$ cat config.mk
export PLATFORM = sky130hd
export DESIGN_NAME = procyon_rs_sched_flat
export DESIGN_NICKNAME = d
export VERILOG_FILES = /design/src/rtl/procyon_rs_sched_if.sv /design/src/rtl/procyon_rs_sched.sv /design/src/flat_wrapper.sv
export SDC_FILE = /design/constraint.sdc
export NUM_CORES = 1
export LEC_CHECK = 0
export BUFFER_PORTS_ARGS = -buffer_cell sky130_fd_sc_hd__buf_2
export CORE_MARGIN = 1
export CORE_UTILIZATION = 47
export CTS_BUF_LIST = sky130_fd_sc_hd__clkbuf_2
export DETAILED_ROUTE_END_ITERATION = 8
export PLACE_DENSITY_LB_ADDON = 0.15
export RECOVER_POWER = 100
export SLEW_MARGIN = 20
export SYNTH_ARGS = -nofsm -noshare
export SYNTH_HDL_FRONTEND = slang
export SYNTH_SLANG_ARGS = --single-unit
$ cat constraint.sdc
create_clock -name clk -period 29.9 [get_ports clk]
set_clock_uncertainty 0.15 [all_clocks]
set_input_delay 1.495 -clock clk [delete_from_list [all_inputs] [get_ports clk]]
set_output_delay 1.495 -clock clk [all_outputs]
set_load 0.05 [all_outputs]
$ cat src/rtl/procyon_rs_sched_if.sv
`default_nettype none
// ============================================================================
// Module      : procyon_rs_sched_if
// Description : Bundle of dispatch, issue and per-entry status signals between
//               one reservation station bank and its scheduler.
//               master : drives flush, entry status, dispatch requests and FU
//                        stall; receives the scheduler strobes.
//               slave  : the scheduler itself.
// Revision    : 1.0 - initial release
// ============================================================================
interface procyon_rs_sched_if #(
  parameter int OPTN_RS_DEPTH = 16,
  parameter int RS_IDX_WIDTH  = (OPTN_RS_DEPTH == 1) ? 1 : $clog2(OPTN_RS_DEPTH)
);

  // Flush and per-entry status
  logic                      i_flush;
  logic [0:OPTN_RS_DEPTH-1]  i_rs_entry_empty;
  logic [0:OPTN_RS_DEPTH-1]  i_rs_entry_ready;
  logic [RS_IDX_WIDTH-1:0]   i_rs_entry_age [0:OPTN_RS_DEPTH-1];

  // Dispatch side
  logic                      i_dispatch_reserve;
  logic                      i_dispatch_valid;
  logic                      o_rs_stall;
  logic [0:OPTN_RS_DEPTH-1]  o_reserve_en;
  logic [0:OPTN_RS_DEPTH-1]  o_dispatch_en;
  logic                      o_dispatching;

  // Issue side
  logic                      i_fu_stall;
  logic [0:OPTN_RS_DEPTH-1]  o_issue_en;
  logic                      o_issuing;
  logic [RS_IDX_WIDTH-1:0]   o_rs_issue_entry_age;
  logic                      o_issue_valid;
  logic [RS_IDX_WIDTH-1:0]   o_issue_idx;

  // Occupancy
  logic [RS_IDX_WIDTH:0]     o_rs_count;

  modport master (
    output i_flush, i_rs_entry_empty, i_rs_entry_ready, i_rs_entry_age,
    output i_dispatch_reserve, i_dispatch_valid, i_fu_stall,
    input  o_rs_stall, o_reserve_en, o_dispatch_en, o_dispatching,
    input  o_issue_en, o_issuing, o_rs_issue_entry_age, o_issue_valid,
    input  o_issue_idx, o_rs_count
  );

  modport slave (
    input  i_flush, i_rs_entry_empty, i_rs_entry_ready, i_rs_entry_age,
    input  i_dispatch_reserve, i_dispatch_valid, i_fu_stall,
    output o_rs_stall, o_reserve_en, o_dispatch_en, o_dispatching,
    output o_issue_en, o_issuing, o_rs_issue_entry_age, o_issue_valid,
    output o_issue_idx, o_rs_count
  );

endinterface
`default_nettype wire

$ cat src/rtl/procyon_rs_sched.sv
`default_nettype none
// ============================================================================
// Module      : procyon_rs_sched
// Description : Scheduler for one reservation station bank. Picks the
//               lowest-index free entry for a dispatch reservation and holds
//               it until the payload arrives, selects the oldest ready entry
//               for issue, drives the age-update broadcast and tracks
//               occupancy.
// Ports       : clk    - clock
//               n_rst  - asynchronous active-low reset
//               rs_if  - procyon_rs_sched_if.slave (dispatch/issue/status)
// Config      : PCYN_RS_SCHED_ISSUE_PIPE_EN - when defined, o_issue_valid and
//               o_issue_idx are registered one cycle behind o_issue_en;
//               otherwise they are combinational.
// Revision    : 1.0 - initial release
// ============================================================================
module procyon_rs_sched #(
  parameter int OPTN_RS_DEPTH = 16,
  parameter int RS_IDX_WIDTH  = (OPTN_RS_DEPTH == 1) ? 1 : $clog2(OPTN_RS_DEPTH)
) (
  input  logic                 clk,
  input  logic                 n_rst,
  procyon_rs_sched_if.slave    rs_if
);

  localparam logic [RS_IDX_WIDTH:0] C_ONE   = (RS_IDX_WIDTH+1)'(1);
  localparam logic [RS_IDX_WIDTH:0] C_DEPTH = (RS_IDX_WIDTH+1)'(OPTN_RS_DEPTH);

  // Registered state
  logic                    rsv_valid_q, rsv_valid_d;
  logic [RS_IDX_WIDTH-1:0] rsv_idx_q,   rsv_idx_d;
  logic [RS_IDX_WIDTH:0]   count_q,     count_d;

  // Combinational selection results
  logic                    empty_found;
  logic [RS_IDX_WIDTH-1:0] empty_idx;
  logic                    best_found;
  logic [RS_IDX_WIDTH-1:0] best_idx;
  logic [RS_IDX_WIDTH-1:0] best_age;

  logic                    reserve_fire;
  logic                    dispatch_fire;
  logic                    issue_fire;

  logic [0:OPTN_RS_DEPTH-1] reserve_en;
  logic [0:OPTN_RS_DEPTH-1] dispatch_en;
  logic [0:OPTN_RS_DEPTH-1] issue_en;

  // Lowest-index free entry
  always_comb begin
    empty_found = 1'b0;
    empty_idx   = '0;
    for (int i = 0; i < OPTN_RS_DEPTH; i++) begin
      if (!empty_found && rs_if.i_rs_entry_empty[i]) begin
        empty_found = 1'b1;
        empty_idx   = RS_IDX_WIDTH'(i);
      end
    end
  end

  // Oldest ready entry. The strict greater-than keeps the earlier (lower)
  // index on an age tie because the scan runs upward.
  always_comb begin
    best_found = 1'b0;
    best_idx   = '0;
    best_age   = '0;
    for (int i = 0; i < OPTN_RS_DEPTH; i++) begin
      if (rs_if.i_rs_entry_ready[i] &&
          (!best_found || (rs_if.i_rs_entry_age[i] > best_age))) begin
        best_found = 1'b1;
        best_idx   = RS_IDX_WIDTH'(i);
        best_age   = rs_if.i_rs_entry_age[i];
      end
    end
  end

  assign reserve_fire  = rs_if.i_dispatch_reserve & ~rs_if.i_flush & empty_found;
  assign dispatch_fire = rs_if.i_dispatch_valid & rsv_valid_q & ~rs_if.i_flush;
  assign issue_fire    = ~rs_if.i_fu_stall & ~rs_if.i_flush & best_found;

  // One-hot strobes
  always_comb begin
    reserve_en  = '0;
    dispatch_en = '0;
    issue_en    = '0;
    if (reserve_fire) begin
      reserve_en[empty_idx] = 1'b1;
    end
    if (dispatch_fire) begin
      dispatch_en[rsv_idx_q] = 1'b1;
    end
    if (issue_fire) begin
      issue_en[best_idx] = 1'b1;
    end
  end

  // Reservation tracking and occupancy. A new reserve in the same cycle as a
  // dispatch keeps the reservation alive with the newly chosen index.
  always_comb begin
    rsv_valid_d = rsv_valid_q;
    rsv_idx_d   = rsv_idx_q;
    count_d     = count_q;

    if (reserve_fire) begin
      rsv_valid_d = 1'b1;
      rsv_idx_d   = empty_idx;
    end else if (dispatch_fire) begin
      rsv_valid_d = 1'b0;
    end

    case ({reserve_fire, issue_fire})
      2'b10:   count_d = count_q + C_ONE;
      2'b01:   count_d = count_q - C_ONE;
      default: count_d = count_q;
    endcase

    if (rs_if.i_flush) begin
      rsv_valid_d = 1'b0;
      count_d     = '0;
    end
  end

  always_ff @(posedge clk or negedge n_rst) begin
    if (!n_rst) begin
      rsv_valid_q <= 1'b0;
      rsv_idx_q   <= '0;
      count_q     <= '0;
    end else begin
      rsv_valid_q <= rsv_valid_d;
      rsv_idx_q   <= rsv_idx_d;
      count_q     <= count_d;
    end
  end

  assign rs_if.o_rs_stall           = ~|rs_if.i_rs_entry_empty;
  assign rs_if.o_reserve_en         = reserve_en;
  assign rs_if.o_dispatch_en        = dispatch_en;
  assign rs_if.o_dispatching        = dispatch_fire;
  assign rs_if.o_issue_en           = issue_en;
  assign rs_if.o_issuing            = issue_fire;
  assign rs_if.o_rs_issue_entry_age = issue_fire ? best_age : '0;
  assign rs_if.o_rs_count           = count_q;

`ifdef PCYN_RS_SCHED_ISSUE_PIPE_EN
  logic                    issue_valid_q, issue_valid_d;
  logic [RS_IDX_WIDTH-1:0] issue_idx_q,   issue_idx_d;

  always_comb begin
    issue_valid_d = issue_fire;
    issue_idx_d   = issue_fire ? best_idx : issue_idx_q;
    if (rs_if.i_flush) begin
      issue_valid_d = 1'b0;
      issue_idx_d   = '0;
    end
  end

  always_ff @(posedge clk or negedge n_rst) begin
    if (!n_rst) begin
      issue_valid_q <= 1'b0;
      issue_idx_q   <= '0;
    end else begin
      issue_valid_q <= issue_valid_d;
      issue_idx_q   <= issue_idx_d;
    end
  end

  assign rs_if.o_issue_valid = issue_valid_q;
  assign rs_if.o_issue_idx   = issue_idx_q;
`else
  assign rs_if.o_issue_valid = issue_fire;
  assign rs_if.o_issue_idx   = best_idx;
`endif

`ifndef SYNTHESIS
  // Occupancy must never wrap in either direction.
  a_count_no_overflow: assert property (@(posedge clk) disable iff (!n_rst)
    !(reserve_fire && !issue_fire && !rs_if.i_flush && (count_q == C_DEPTH)));
  a_count_no_underflow: assert property (@(posedge clk) disable iff (!n_rst)
    !(issue_fire && !reserve_fire && !rs_if.i_flush && (count_q == '0)));
`endif

endmodule
`default_nettype wire

$ cat src/flat_wrapper.sv
// flat-port wrapper written by rule: the top's interface ports become plain ports
module procyon_rs_sched_flat 
#(
  parameter int OPTN_RS_DEPTH = 16,
  parameter int RS_IDX_WIDTH  = (OPTN_RS_DEPTH == 1) ? 1 : $clog2(OPTN_RS_DEPTH)
)
  (clk, n_rst, rs_if_i_flush, rs_if_i_rs_entry_empty, rs_if_i_rs_entry_ready, rs_if_i_rs_entry_age, rs_if_i_dispatch_reserve, rs_if_i_dispatch_valid, rs_if_i_fu_stall, rs_if_o_rs_stall, rs_if_o_reserve_en, rs_if_o_dispatch_en, rs_if_o_dispatching, rs_if_o_issue_en, rs_if_o_issuing, rs_if_o_rs_issue_entry_age, rs_if_o_issue_valid, rs_if_o_issue_idx, rs_if_o_rs_count);
  procyon_rs_sched_if #(.OPTN_RS_DEPTH(OPTN_RS_DEPTH), .RS_IDX_WIDTH(RS_IDX_WIDTH)) rs_if_i ();
  input  logic clk;
  input  logic n_rst;
  input wire logic [$bits(rs_if_i.i_flush)-1:0] rs_if_i_flush;
  input wire logic [$bits(rs_if_i.i_rs_entry_empty)-1:0] rs_if_i_rs_entry_empty;
  input wire logic [$bits(rs_if_i.i_rs_entry_ready)-1:0] rs_if_i_rs_entry_ready;
  input wire logic [$bits(rs_if_i.i_rs_entry_age)-1:0] rs_if_i_rs_entry_age;
  input wire logic [$bits(rs_if_i.i_dispatch_reserve)-1:0] rs_if_i_dispatch_reserve;
  input wire logic [$bits(rs_if_i.i_dispatch_valid)-1:0] rs_if_i_dispatch_valid;
  input wire logic [$bits(rs_if_i.i_fu_stall)-1:0] rs_if_i_fu_stall;
  output wire logic [$bits(rs_if_i.o_rs_stall)-1:0] rs_if_o_rs_stall;
  output wire logic [$bits(rs_if_i.o_reserve_en)-1:0] rs_if_o_reserve_en;
  output wire logic [$bits(rs_if_i.o_dispatch_en)-1:0] rs_if_o_dispatch_en;
  output wire logic [$bits(rs_if_i.o_dispatching)-1:0] rs_if_o_dispatching;
  output wire logic [$bits(rs_if_i.o_issue_en)-1:0] rs_if_o_issue_en;
  output wire logic [$bits(rs_if_i.o_issuing)-1:0] rs_if_o_issuing;
  output wire logic [$bits(rs_if_i.o_rs_issue_entry_age)-1:0] rs_if_o_rs_issue_entry_age;
  output wire logic [$bits(rs_if_i.o_issue_valid)-1:0] rs_if_o_issue_valid;
  output wire logic [$bits(rs_if_i.o_issue_idx)-1:0] rs_if_o_issue_idx;
  output wire logic [$bits(rs_if_i.o_rs_count)-1:0] rs_if_o_rs_count;
  assign rs_if_i.i_flush = rs_if_i_flush;
  assign rs_if_i.i_rs_entry_empty = rs_if_i_rs_entry_empty;
  assign rs_if_i.i_rs_entry_ready = rs_if_i_rs_entry_ready;
  assign rs_if_i.i_rs_entry_age = {>>{rs_if_i_rs_entry_age}};
  assign rs_if_i.i_dispatch_reserve = rs_if_i_dispatch_reserve;
  assign rs_if_i.i_dispatch_valid = rs_if_i_dispatch_valid;
  assign rs_if_i.i_fu_stall = rs_if_i_fu_stall;
  assign rs_if_o_rs_stall = rs_if_i.o_rs_stall;
  assign rs_if_o_reserve_en = rs_if_i.o_reserve_en;
  assign rs_if_o_dispatch_en = rs_if_i.o_dispatch_en;
  assign rs_if_o_dispatching = rs_if_i.o_dispatching;
  assign rs_if_o_issue_en = rs_if_i.o_issue_en;
  assign rs_if_o_issuing = rs_if_i.o_issuing;
  assign rs_if_o_rs_issue_entry_age = rs_if_i.o_rs_issue_entry_age;
  assign rs_if_o_issue_valid = rs_if_i.o_issue_valid;
  assign rs_if_o_issue_idx = rs_if_i.o_issue_idx;
  assign rs_if_o_rs_count = rs_if_i.o_rs_count;
  procyon_rs_sched #(.OPTN_RS_DEPTH(OPTN_RS_DEPTH), .RS_IDX_WIDTH(RS_IDX_WIDTH)) u_core (.clk(clk), .n_rst(n_rst), .rs_if(rs_if_i));
endmodule
== Word-level counts from Yosys, hierarchy flattened ==
Cells that the tools add are included.

* Equal/unequal tests: 2
* Div/mod/pow operators: 0
* Multiplexer cells: 93
* Bitwise operators: 11
* Multiply operators: 0
* Shifts and indexed selects: 0
* Reductions and logical operators: 82
* Order comparisons: 21
* Add/subtract/negate cells: 2

{| class="wikitable"
|+ Operators with widths
! cell !! count
|-
| two-way mux 4 bit || 38
|-
| greater-than comparator 4 bit || 15
|-
| two-way mux 16 bit || 3
|-
| two-way mux 1 bit || 40
|-
| logical AND 1 bit || 33
|-
| zero test 1 bit || 31
|-
| OR reduction 16 bit || 1
|-
| >= comparator 5 bit, second input constant || 3
|-
| logical OR 1 bit || 15
|-
| less-than comparator 5 x 1 -> 1 bit, second input constant || 3
|-
| NOT 4 -> 5 bit || 3
|-
| demux 1 bit (select 4 bit) || 3
|-
| two-way mux 3 bit || 4
|-
| one-hot mux 5 bit (2 select lines) || 1
|-
| AND 1 bit || 6
|-
| two-way mux 2 bit || 3
|-
| nonzero test 3 bit || 2
|-
| adder 5 x 1 -> 5 bit, second input constant || 1
|-
| two-way mux 5 bit || 1
|-
| subtractor 5 x 1 -> 5 bit, second input constant || 1
|-
| == test 2 x 1 -> 1 bit, second input constant || 1
|-
| == test 2 bit, second input constant || 1
|-
| NOT 1 bit || 2
|}

* Latch bits: 0
* Bits in writable memories: 0
* Bits in read-only memories: 0
* Input port bits: 102
* Memories kept: 0
* Logic and storage cells: 214
* Register bits: 10
* Output and inout bits: 65

== Logic depth before layout (Yosys ltp) ==
Gate-level depths: netlist of run 1.

* Depth in word-level cells: 67
* Gate-level depth with buffers: 137
* Mapped depth without buffers: 133

== Worst setup path before layout of run 1 ==
No wires, ideal clock.

* Path kind: input to output
* From: in rs_if_i_rs_entry_ready[15]
* To: out rs_if_o_issue_en[4]
* Path slack: 3.516 ns
* Buffers on the path: 3
* Required time: 28.255 ns
* Arrival: 24.739 ns
* Stages: 133
* Cells stage by stage: buf_4 > and2_1 > inv_1 > ha_1 > nor2b_1 > o211ai_1 > a21o_1 > mux2_2 > inv_1 > ha_1 > nor2b_1 > o211ai_1 > a31oi_1 > nand2b_1 > o21ai_0 > ha_1 > nor2b_1 > o211ai_1 > [97 not listed] > nand2b_1 > a21oi_1 > a41o_1 > a21boi_0 > or2_2 > o221a_2 > ha_1 > nor2b_1 > o21ai_0 > nand2b_1 > a21oi_1 > a41oi_1 > o21ai_0 > nand2b_1 > nor3_1 > nand2_1 > or2_1 > nor4_1

* Cells in the longest elaborated chain, start to end: 67
* Elaborated cells on any way between the ends: 114
* Classes of those cells: 17 x order compare; 49 x mux; 2 x bitwise; 46 x reduce/logical

{| class="wikitable"
|+ RTL lines
! what !! RTL line !! text
|-
| start, declared || flat_wrapper.sv:13 || <nowiki>input wire logic [$bits(rs_if_i.i_rs_entry_ready)-1:0] rs_if_i_rs_entry_ready;</nowiki>
|-
| two-way mux 4 bit / two-way mux 1 bit (equally long branches) || procyon_rs_sched.sv:68 || <nowiki>if (rs_if.i_rs_entry_ready[i] &&</nowiki>
|-
| greater-than comparator 4 bit / zero test 1 bit (equally long branches) || procyon_rs_sched.sv:69 || <nowiki>(!best_found || (rs_if.i_rs_entry_age[i] > best_age))) begin</nowiki>
|-
| logical OR 1 bit || procyon_rs_sched.sv:69 ||
|-
| logical AND 1 bit || procyon_rs_sched.sv:68 ||
|-
| two-way mux 4 bit / two-way mux 1 bit (equally long branches) || procyon_rs_sched.sv:68 ||
|-
| greater-than comparator 4 bit / zero test 1 bit (equally long branches) || procyon_rs_sched.sv:69 ||
|-
| logical OR 1 bit || procyon_rs_sched.sv:69 ||
|-
| logical AND 1 bit || procyon_rs_sched.sv:68 ||
|-
| [51 not listed] || -- ||
|-
| logical AND 1 bit || procyon_rs_sched.sv:68 ||
|-
| two-way mux 4 bit || procyon_rs_sched.sv:68 ||
|-
| NOT 4 -> 5 bit (implied by the code) || procyon_rs_sched.sv:93 || <nowiki>issue_en[best_idx] = 1'b1;</nowiki>
|-
| >= comparator 5 bit (implied by the code) / less-than comparator 5 x 1 -> 1 bit (equally long branches) || procyon_rs_sched.sv:93 ||
|-
| logical AND 1 bit (implied by the code) || procyon_rs_sched.sv:93 ||
|-
| two-way mux 1 bit (implied by the code) || procyon_rs_sched.sv:93 ||
|-
| demux 1 bit (select 4 bit) || procyon_rs_sched.sv:93 ||
|-
| two-way mux 16 bit (*) || procyon_rs_sched.sv:92 || <nowiki>if (issue_fire) begin</nowiki>
|-
| end, declared || flat_wrapper.sv:22 || <nowiki>output wire logic [$bits(rs_if_i.o_issue_en)-1:0] rs_if_o_issue_en;</nowiki>
|}

Every way passes the cells marked *; elsewhere a longest branch is shown, timed or not.

== Worst setup path in the final report of run 1 ==
Ends and elaborated chain as after synthesis.

==> impl_metrics.yaml, run 1 <==
sta:
  finalCritPeriodShare_pct: 92.9
  tightest_slew_ns: 0.916
  maxSlewHeadroom_pct: 38.3
  fmaxAchievable_mhz: 36.0
  whs_ns: 0.399
  setup_viol: 0
  finalHoldViolCount: 0
  min_period_ns: 27.79
  maxSlewViolCount: 0
synth:
  ys_ff_latch: 10
  syn_inst: 621
  ys.flop_type: "dfrtp_1"
  synth.top_cell.area_share_pct: 16.4
  async_reset_ff_share_pct: 100
  ys_warn_count: 0
  yosys-top-cells-count: "nor2_1 (72), ha_1 (56), nand2_1 (55)"
  synth_area_leaders: "ha_1 (16%), nor2_1 (6.3%), dfrtp_1 (5.9%)"
  yosysMostFrequentCell: "nor2_1"
  yosys.area.top_type: "ha_1"
  synth-edff-count: 0
  synth_cell_types: 84
  synth_nets: 780
  avgSynthCellArea_sq_um: 6.86
  seq_area_frac_synth_pct: 5.87
  syn-cell-area_sq_um: 4260
worst_hold_path:
  holdPathStages: 2
  hp-class: "reg2reg"
finish:
  antenna_cells: 0
  drive_gt1_share_pct: 24.0
  area_delta_synth_final_pct: 22.6
  final_nets: 945
grt:
  grt_usage_pct: 26.5
  grt_pass1_wl_um: 21700
  grt_max_degree: 14
  antenna_found_initial: 0
  grt_pass1_vias: 5012
  grt_overflow: 0
worst_setup_path:
  slowest_stage: "a221o_1"
  end_kind: "output pin"
  worstSetupPathType: "in2out"
  crit_buf_inv: 10
  ff2ff_path_depth: 7
  critPathRequiredTime_ns: 28.26
  critical_path_depth: 130
  cp_common_cell: "ha_1"
  crit_family: "compound AO/OA/AOI/OAI gates"
  critPathMaxFanout: 12
  slowest_delay_ns: 0.45
  crit_arrival_ns: 26.14
  startpoint_type: "input port"
  r2r_slack_ns: 27.99
clocking:
  cts.sinks: 10
  path_clk_slew_ns: 0.10
  htreeDepth: 1
  tritoncts: "yes"
  clkLatencyLatePin_ns: 0.23
  clk_path_buf_depth: 2
  clockRootBuffer: "clkbuf_2"
  cts_buffers: 3
floorplanning:
  core_area_sq_um: 8760
  initial_core_util_pct: 48.6
  rows: 34
  ios: 167
  fp.dieArea_sq_um: 9450
  die_y_um: 97.2
  dieWidth_um: 97.2
detailed_routing:
  drc: 0
  dr.pass1.iters: 5
  antenna_left: 0
  wl_per_cell_um: 14.4
  drt_iter0_drc: 184
  vias: 5248
  routed_wl_um: 12800
  vias_per_cell: 5.88
place:
  dpl.hpwl_um: 10900
  gp_congestion: 0.904
  port_buffers: 166
run:
  drv_cap: 0
outcome:
  outcome: "completed"
-- metal layers --
layer,vias up,global-route usage (%),share of wire [%]
met5,-,0,0
met4,0,6.33,2.0
met3,26,2.09,5.3
met2,209,48.3,48
met1,2363,33.8,44
li1,2650,-,-
-- area by class of cell --
cell class                 count  area (sq um)
multi-input combinational    549          3820
fill                         875          3540
timing repair buffer         171           818
sequential                    10           250
inverter                      51           191
tap                          108           135
clock buffer                   3          15.0
-- sequential cells by signal, summed over array words and instances (netlist names) --
signal / flops
u_core.rs_if.o_rs_count: 5
u_core.rsv_idx_q: 4
u_core.rsv_valid_q: 1
-- cell families (layout without fill, tap and decap cells) --
group / Yosys count / in the layout / share of synthesized area (%)
simple gates: 290 / 290 / 36.3
compound gates: 180 / 180 / 29.6
buf+inv: 62 / 225 / 5.84
fa+ha+maj: 57 / 57 / 16.9
mux: 17 / 17 / 4.49
flops: 10 / 10 / 5.87
xor+xnor: 5 / 5 / 1.03
-- worst reg2reg max path: stages (launching register included) --
cell	delay (ns)
dfrtp_1	0.44
fa_1	0.47
a21o_1	0.18
a21oi_1	0.18
or3_1	0.13
nand2_1	0.07
xnor2_1	0.14
nor2_1	0.06
-- final timing paths --
check,start,endpoint
hold reg to reg,u_core.rsv_valid_q,u_core.rsv_valid_q
max in group asynchronous,n_rst,u_core.rs_if.o_rs_count[1]
hold / removal,u_core.rsv_valid_q,u_core.rsv_valid_q
setup / recovery,rs_if_i_rs_entry_ready[15],rs_if_o_issue_en[4]
setup reg to reg,u_core.rs_if.o_rs_count[0],u_core.rs_if.o_rs_count[4]
min in group asynchronous,n_rst,u_core.rsv_idx_q[3]
-- placed cells by master (no fill, tap or decap), types with 5 or more instances in the layout --
master    count
clkbuf_1     42
nand2_1      55
and3_1        8
mux2i_1       7
o21ai_0      34
or4_1         5
buf_2       123
a31o_2        7
and2_1        9
mux2_2        5
nor3_1       26
nand3_1      14
ha_1         56
inv_1        51
buf_4         5
a21oi_1      37
nand4_1      14
o21ai_1       6
o211ai_1      8
nand2b_1     18
a31oi_1      11
o21a_1        7
nor4_1        6
nor2b_1      19
dfrtp_1      10
or3_1         7
a21o_1       12
nor2_1       73
or2_2         8
-- per-stage QoR --
stage                     area [sq um]  TNS, ns  setup WS, ns  utilization (%)  std cells
final                             5230        0          2.11             59.6        892
after detailed placement          5190        0          1.09             59.2        886
after CTS                         5200        0          1.01             59.4        889
after global routing              5230  -0.0938       -0.0839             59.6        892
after global placement            5190        0          2.00             59.2        886
after floorplan                   4260        0          3.52                -        621
-- timing repair --
| action | 4_1_cts | 5_1_grt |
|---|---|---|
| endpoints found under the setup margin | 0 | 24 |
| gates resized for setup | 0 | 14 |
| hold buffers | 0 | 0 |
| buffers inserted | 0 | 3 |
Power of run 1 is not shown: default switching activity piles up to over one toggle a cycle in this logic, so the estimate is an artifact.
==> run 2: changes to the inputs <==
- BUFFER_PORTS_ARGS: -buffer_cell sky130_fd_sc_hd__buf_2 -> not set
- DONT_BUFFER_PORTS: not set -> 1
==> run 2 against run 1 <==
  * The run now ends with max-capacitance violations, max-slew violations left
  * Core utilization down 8.0 points
  * Final area fell by 13%
  * Sequential cell count stayed put
  * Global-route usage decreased by 2.4 points
  * Die area unchanged
  * Via count is 12% lower
==> impl_metrics.yaml, run 2 (synthesized netlist as in run 1, its figures left out) <==
place:
  dp_cells: 735
  dp_worst_setup_slack_ns: 1.51
  dpl.hpwl_um: 10300
  gp_congestion: 0.917
  port_buffers: 0
clocking:
  clk_path_buf_depth: 2
  path_clk_slew_ns: 0.09
  clockRootBuffer: "clkbuf_2"
  cts_buffers: 3
  htreeDepth: 1
  tritoncts: "yes"
  clkLatencyLatePin_ns: 0.23
  cts.sinks: 10
sta:
  fin_ws_ns: 2.37
  maxSlewHeadroom_pct: -4.22
  tightest_slew_ns: 1.56
  finalSetupTns_ns: 0
  min_period_ns: 27.53
  fmaxAchievable_mhz: 36.3
  finalHoldViolCount: 0
  setup_viol: 0
  finalCritPeriodShare_pct: 92.1
  maxSlewViolCount: 1
run:
  drv_cap: 2
worst_setup_path:
  startpoint_type: "input port"
  slowest_delay_ns: 0.48
  end_kind: "output pin"
  worstSetupPathType: "in2out"
  crit_arrival_ns: 25.89
  cp_common_cell: "ha_1"
  slowest_stage: "and3_1"
  ff2ff_path_depth: 7
  critPathRequiredTime_ns: 28.26
  critPathMaxFanout: 10
  r2r-start: "u_core.rs_if.o_rs_count[0]"
  r2r_slack_ns: 27.74
  reg2reg_to: "u_core.rs_if.o_rs_count[4]"
finish:
  fin_cells: 741
  layout_commonest_cell: "nor2_1"
  largest_reg_flops: 5
  area_delta_synth_final_pct: 6.19
  seq_area_sq_um: 250
  fillers: 898
  drive_gt1_share_pct: 11.4
  multiInputGateArea_sq_um: 3830
  final_nets: 793
  final_cell_mix: "nor2_1 (68), ha_1 (56), nand2_1 (55)"
detailed_routing:
  dr.pass1.iters: 5
  vias: 4625
  wl_per_cell_um: 16.1
  vias_per_cell: 6.24
  routed_wl_um: 11900
  antenna_left: 0
  drc: 0
  drt_iter0_drc: 120
grt:
  grt_pass1_vias: 4447
  met2_usage_pct: 43.2
  grt_overflow: 0
  use_met3_pct: 4.46
  grt_usage_pct: 24.1
  antenna_found_initial: 1
  grt_max_degree: 14
  busiest_layer: "met2"
  grt_pass1_wl_um: 19800
  use_met1_pct: 30.1
floorplanning:
  rows: 34
  initial_core_util_pct: 48.6
  core_area_sq_um: 8760
  ios: 167
  fp.dieArea_sq_um: 9450
  dieWidth_um: 97.2
  die_y_um: 97.2
outcome:
  violations: "max-capacitance violations, max-slew violations"
  outcome: "finished with violations"
worst_hold_path:
  min_from: "u_core.rsv_valid_q"
  min_to: "u_core.rsv_valid_q"
  hp-class: "reg2reg"
  holdPathStages: 2
[run 2: cell count changes in the layout (fill, tap and decap cells not counted), moves of 4 or more]
cell and change:
nor2_2 +4, nor2_1 -5, buf_4 +4, clkbuf_1 -32, buf_2 -123
[run 2: through the flow]
| step | utilization (%) | hold slack (ns) | instance area (sq um) |
|---|---|---|---|
| after CTS | 51.4 | 0.392 | 4510 |
| after global routing | 51.7 | 0.432 | 4530 |
| final | 51.7 | 0.388 | 4530 |
| after floorplan | - | 0.348 | 4260 |
| after global placement | 51.2 | 0.373 | 4490 |
| after detailed placement | 51.2 | 0.377 | 4490 |
[run 2: area by class of cell]
type | count | share of cell area, %
repair buffers | 19 | 2.32
clock buffers | 3 | 0.332
flip-flops and latches | 10 | 5.53
inverters | 51 | 4.23
diodes | 1 | 0.0553
well taps | 108 | 2.99
multi-input cells | 549 | 84.5
[run 2: what timing repair did]
item,CTS,global route
hold endpoints to repair,0,0
setup endpoints to repair,0,24
gates resized for setup,0,15
buffers inserted,0,2
hold buffers,0,0
[run 2: routing by layer]
metal / share of wire [%] / vias up
met5: 0 / -
met4: 1.3 / 0
met3: 7.0 / 12
met2: 48 / 143
met1: 43 / 2127
li1: - / 2343
[run 2: critical path, delay by kind of cell]
| kind | cells | cell delay [ns] |
|---|---|---|
| simple gates | 47 | 8.01 |
| compound gates | 52 | 9.73 |
| buf+inv | 8 | 0.65 |
| mux | 5 | 1.70 |
| fa+ha+maj | 15 | 4.32 |
[run 2: worst max path at each step]
stage,slack (ns),depth (start not counted),to,from
floorplan,3.52,133,rs_if_o_issue_en[4],rs_if_i_rs_entry_ready[15]
global placement,2.13,128,rs_if_o_issue_en[5],rs_if_i_rs_entry_age[61]
detailed placement,1.51,126,rs_if_o_issue_en[5],rs_if_i_rs_entry_age[61]
CTS,1.42,126,rs_if_o_issue_en[5],rs_if_i_rs_entry_age[61]
global route,-0.02,130,rs_if_o_issue_en[6],rs_if_i_rs_entry_age[63]
finish,2.37,127,rs_if_o_issue_en[11],rs_if_i_rs_entry_age[63]
Power of run 2 is left out for the same reason.
==> run 3: changes to the inputs <==
- MAX_ROUTING_LAYER: not set -> met4
==> run 3 against run 2 <==
  * The flow still finishes with violations (max-capacitance violations, max-slew violations)
  * Sequential share of layout area about the same
  * Routed wire length increased by 3.2%
  * Cell count increased by 0.13%
  * Maximum frequency decreased by 0.36%
  * Global-route usage increased by 0.91 points
  * Worst hold slack about the same
  * Worst setup slack got worse by 0.10 ns
  * Clock-buffer cell count unchanged
  * Sequential cell count unchanged
  * Critical path depth unchanged
==> impl_metrics.yaml, run 3 (synthesized netlist as in run 1, its figures left out) <==
detailed_routing:
  routed_wl_um: 12300
  antenna_left: 0
  vias: 4679
  vias_per_cell: 6.31
  drc: 0
  drt_iter0_drc: 129
  dr.pass1.iters: 4
  wl_per_cell_um: 16.6
clocking:
  htreeDepth: 1
  cts_buffers: 3
  tritoncts: "yes"
  clk_path_buf_depth: 2
  clkLatencyLatePin_ns: 0.25
  cts.sinks: 10
  clockRootBuffer: "clkbuf_2"
  path_clk_slew_ns: 0.09
  cts_hold_buf: 0
sta:
  finalHoldViolCount: 0
  whs_ns: 0.387
  fmaxAchievable_mhz: 36.2
  maxSlewViolCount: 1
  finalSetupTns_ns: 0
  setup_viol: 0
  min_period_ns: 27.63
  finalCritPeriodShare_pct: 92.4
  maxSlewHeadroom_pct: -4.60
  tightest_slew_ns: 1.57
grt:
  met2_usage_pct: 45.8
  use_met1_pct: 28.7
  grt_usage_pct: 25.0
  antenna_found_initial: 1
  grt_pass1_wl_um: 19800
  busiest_layer: "met2"
  use_met3_pct: 4.89
  grt_max_degree: 14
  grt_overflow: 0
  grt_pass1_vias: 4494
finish:
  final_cell_mix: "nor2_1 (68), ha_1 (56), nand2_1 (55)"
  area_delta_synth_final_pct: 5.96
  fillers: 931
  seq_area_sq_um: 250
  drive_gt1_share_pct: 11.2
  multiInputGateArea_sq_um: 3810
  layout_commonest_cell: "nor2_1"
  post-route-util_pct: 51.5
  final_nets: 793
  fin_cells: 742
  largest_reg_flops: 5
worst_hold_path:
  hp-class: "reg2reg"
floorplanning:
  die_y_um: 97.2
  fp.dieArea_sq_um: 9450
  rows: 34
  core_area_sq_um: 8760
  ios: 167
  initial_core_util_pct: 48.6
  dieWidth_um: 97.2
worst_setup_path:
  end_kind: "output pin"
  worstSetupPathType: "in2out"
  cp_common_cell: "ha_1"
  crit_arrival_ns: 25.99
  crit_family: "compound AO/OA/AOI/OAI gates"
  startpoint_type: "input port"
  critPathMaxFanout: 10
  slowest_stage: "nor2_2"
  crit_buf_inv: 7
  critPathRequiredTime_ns: 28.26
  slowest_delay_ns: 0.55
place:
  dpl.hpwl_um: 10600
  gp_congestion: 0.905
  port_buffers: 0
  dp_cells: 735
run:
  drv_cap: 2
outcome:
  violations: "max-capacitance violations, max-slew violations"
  outcome: "finished with violations"
-- run 3: stage by stage --
step / setup WS [ns] / cell area (sq um)
final: 2.27 / 4520
after global routing: -0.00294 / 4520
after CTS: 1.48 / 4510
after detailed placement: 1.55 / 4490
after global placement: 2.34 / 4490
after floorplan: 3.52 / 4260
-- run 3: path summary, 6_finish.rpt --
kind | start | end | slack, ns | cells after the start
setup / recovery | rs_if_i_rs_entry_age[61] | rs_if_o_issue_en[12] | 2.27 | 127
hold reg to reg | u_core.rsv_valid_q | u_core.rsv_valid_q | 0.39 | 2
hold / removal | u_core.rsv_valid_q | u_core.rsv_valid_q | 0.39 | 2
setup reg to reg | u_core.rs_if.o_rs_count[0] | u_core.rs_if.o_rs_count[4] | 27.70 | 7
max in group asynchronous | n_rst | u_core.rs_if.o_rs_count[3] | 28.74 | 0
min in group asynchronous | n_rst | u_core.rsv_idx_q[3] | 0.78 | 0
-- run 3: timing repair --
item | CTS | global route
endpoints found under the setup margin | 0 | 18
buffers inserted | 0 | 2
gates resized for setup | 0 | 13
-- run 3: layout make-up --
class	count	area share, %
Timing Repair Buffer	19	2.33
Sequential cell	10	5.54
Multi-Input combinational cell	549	84.4
Antenna cell	1	0.0554
Tap cell	108	2.99
Clock buffer	3	0.332
Clock inverter	1	0.0831
Inverter	51	4.24
-- run 3: routing by layer --
layer / share of wire, % / vias up
met5: 0 / -
met4: 1.3 / 0
met3: 6.8 / 18
met2: 49 / 139
met1: 42 / 2175
li1: - / 2347
-- run 3: worst register-to-register path: cells and delay by family (launching register included) --
family	cells	cell delay, ns
flip-flops	1	0.64
AND/OR/NAND/NOR	3	0.25
adder cells (fa/ha/maj)	1	0.56
XOR/XNOR	1	0.13
AO/OA/AOI/OAI	2	0.35
Power of run 3 is left out for the same reason.
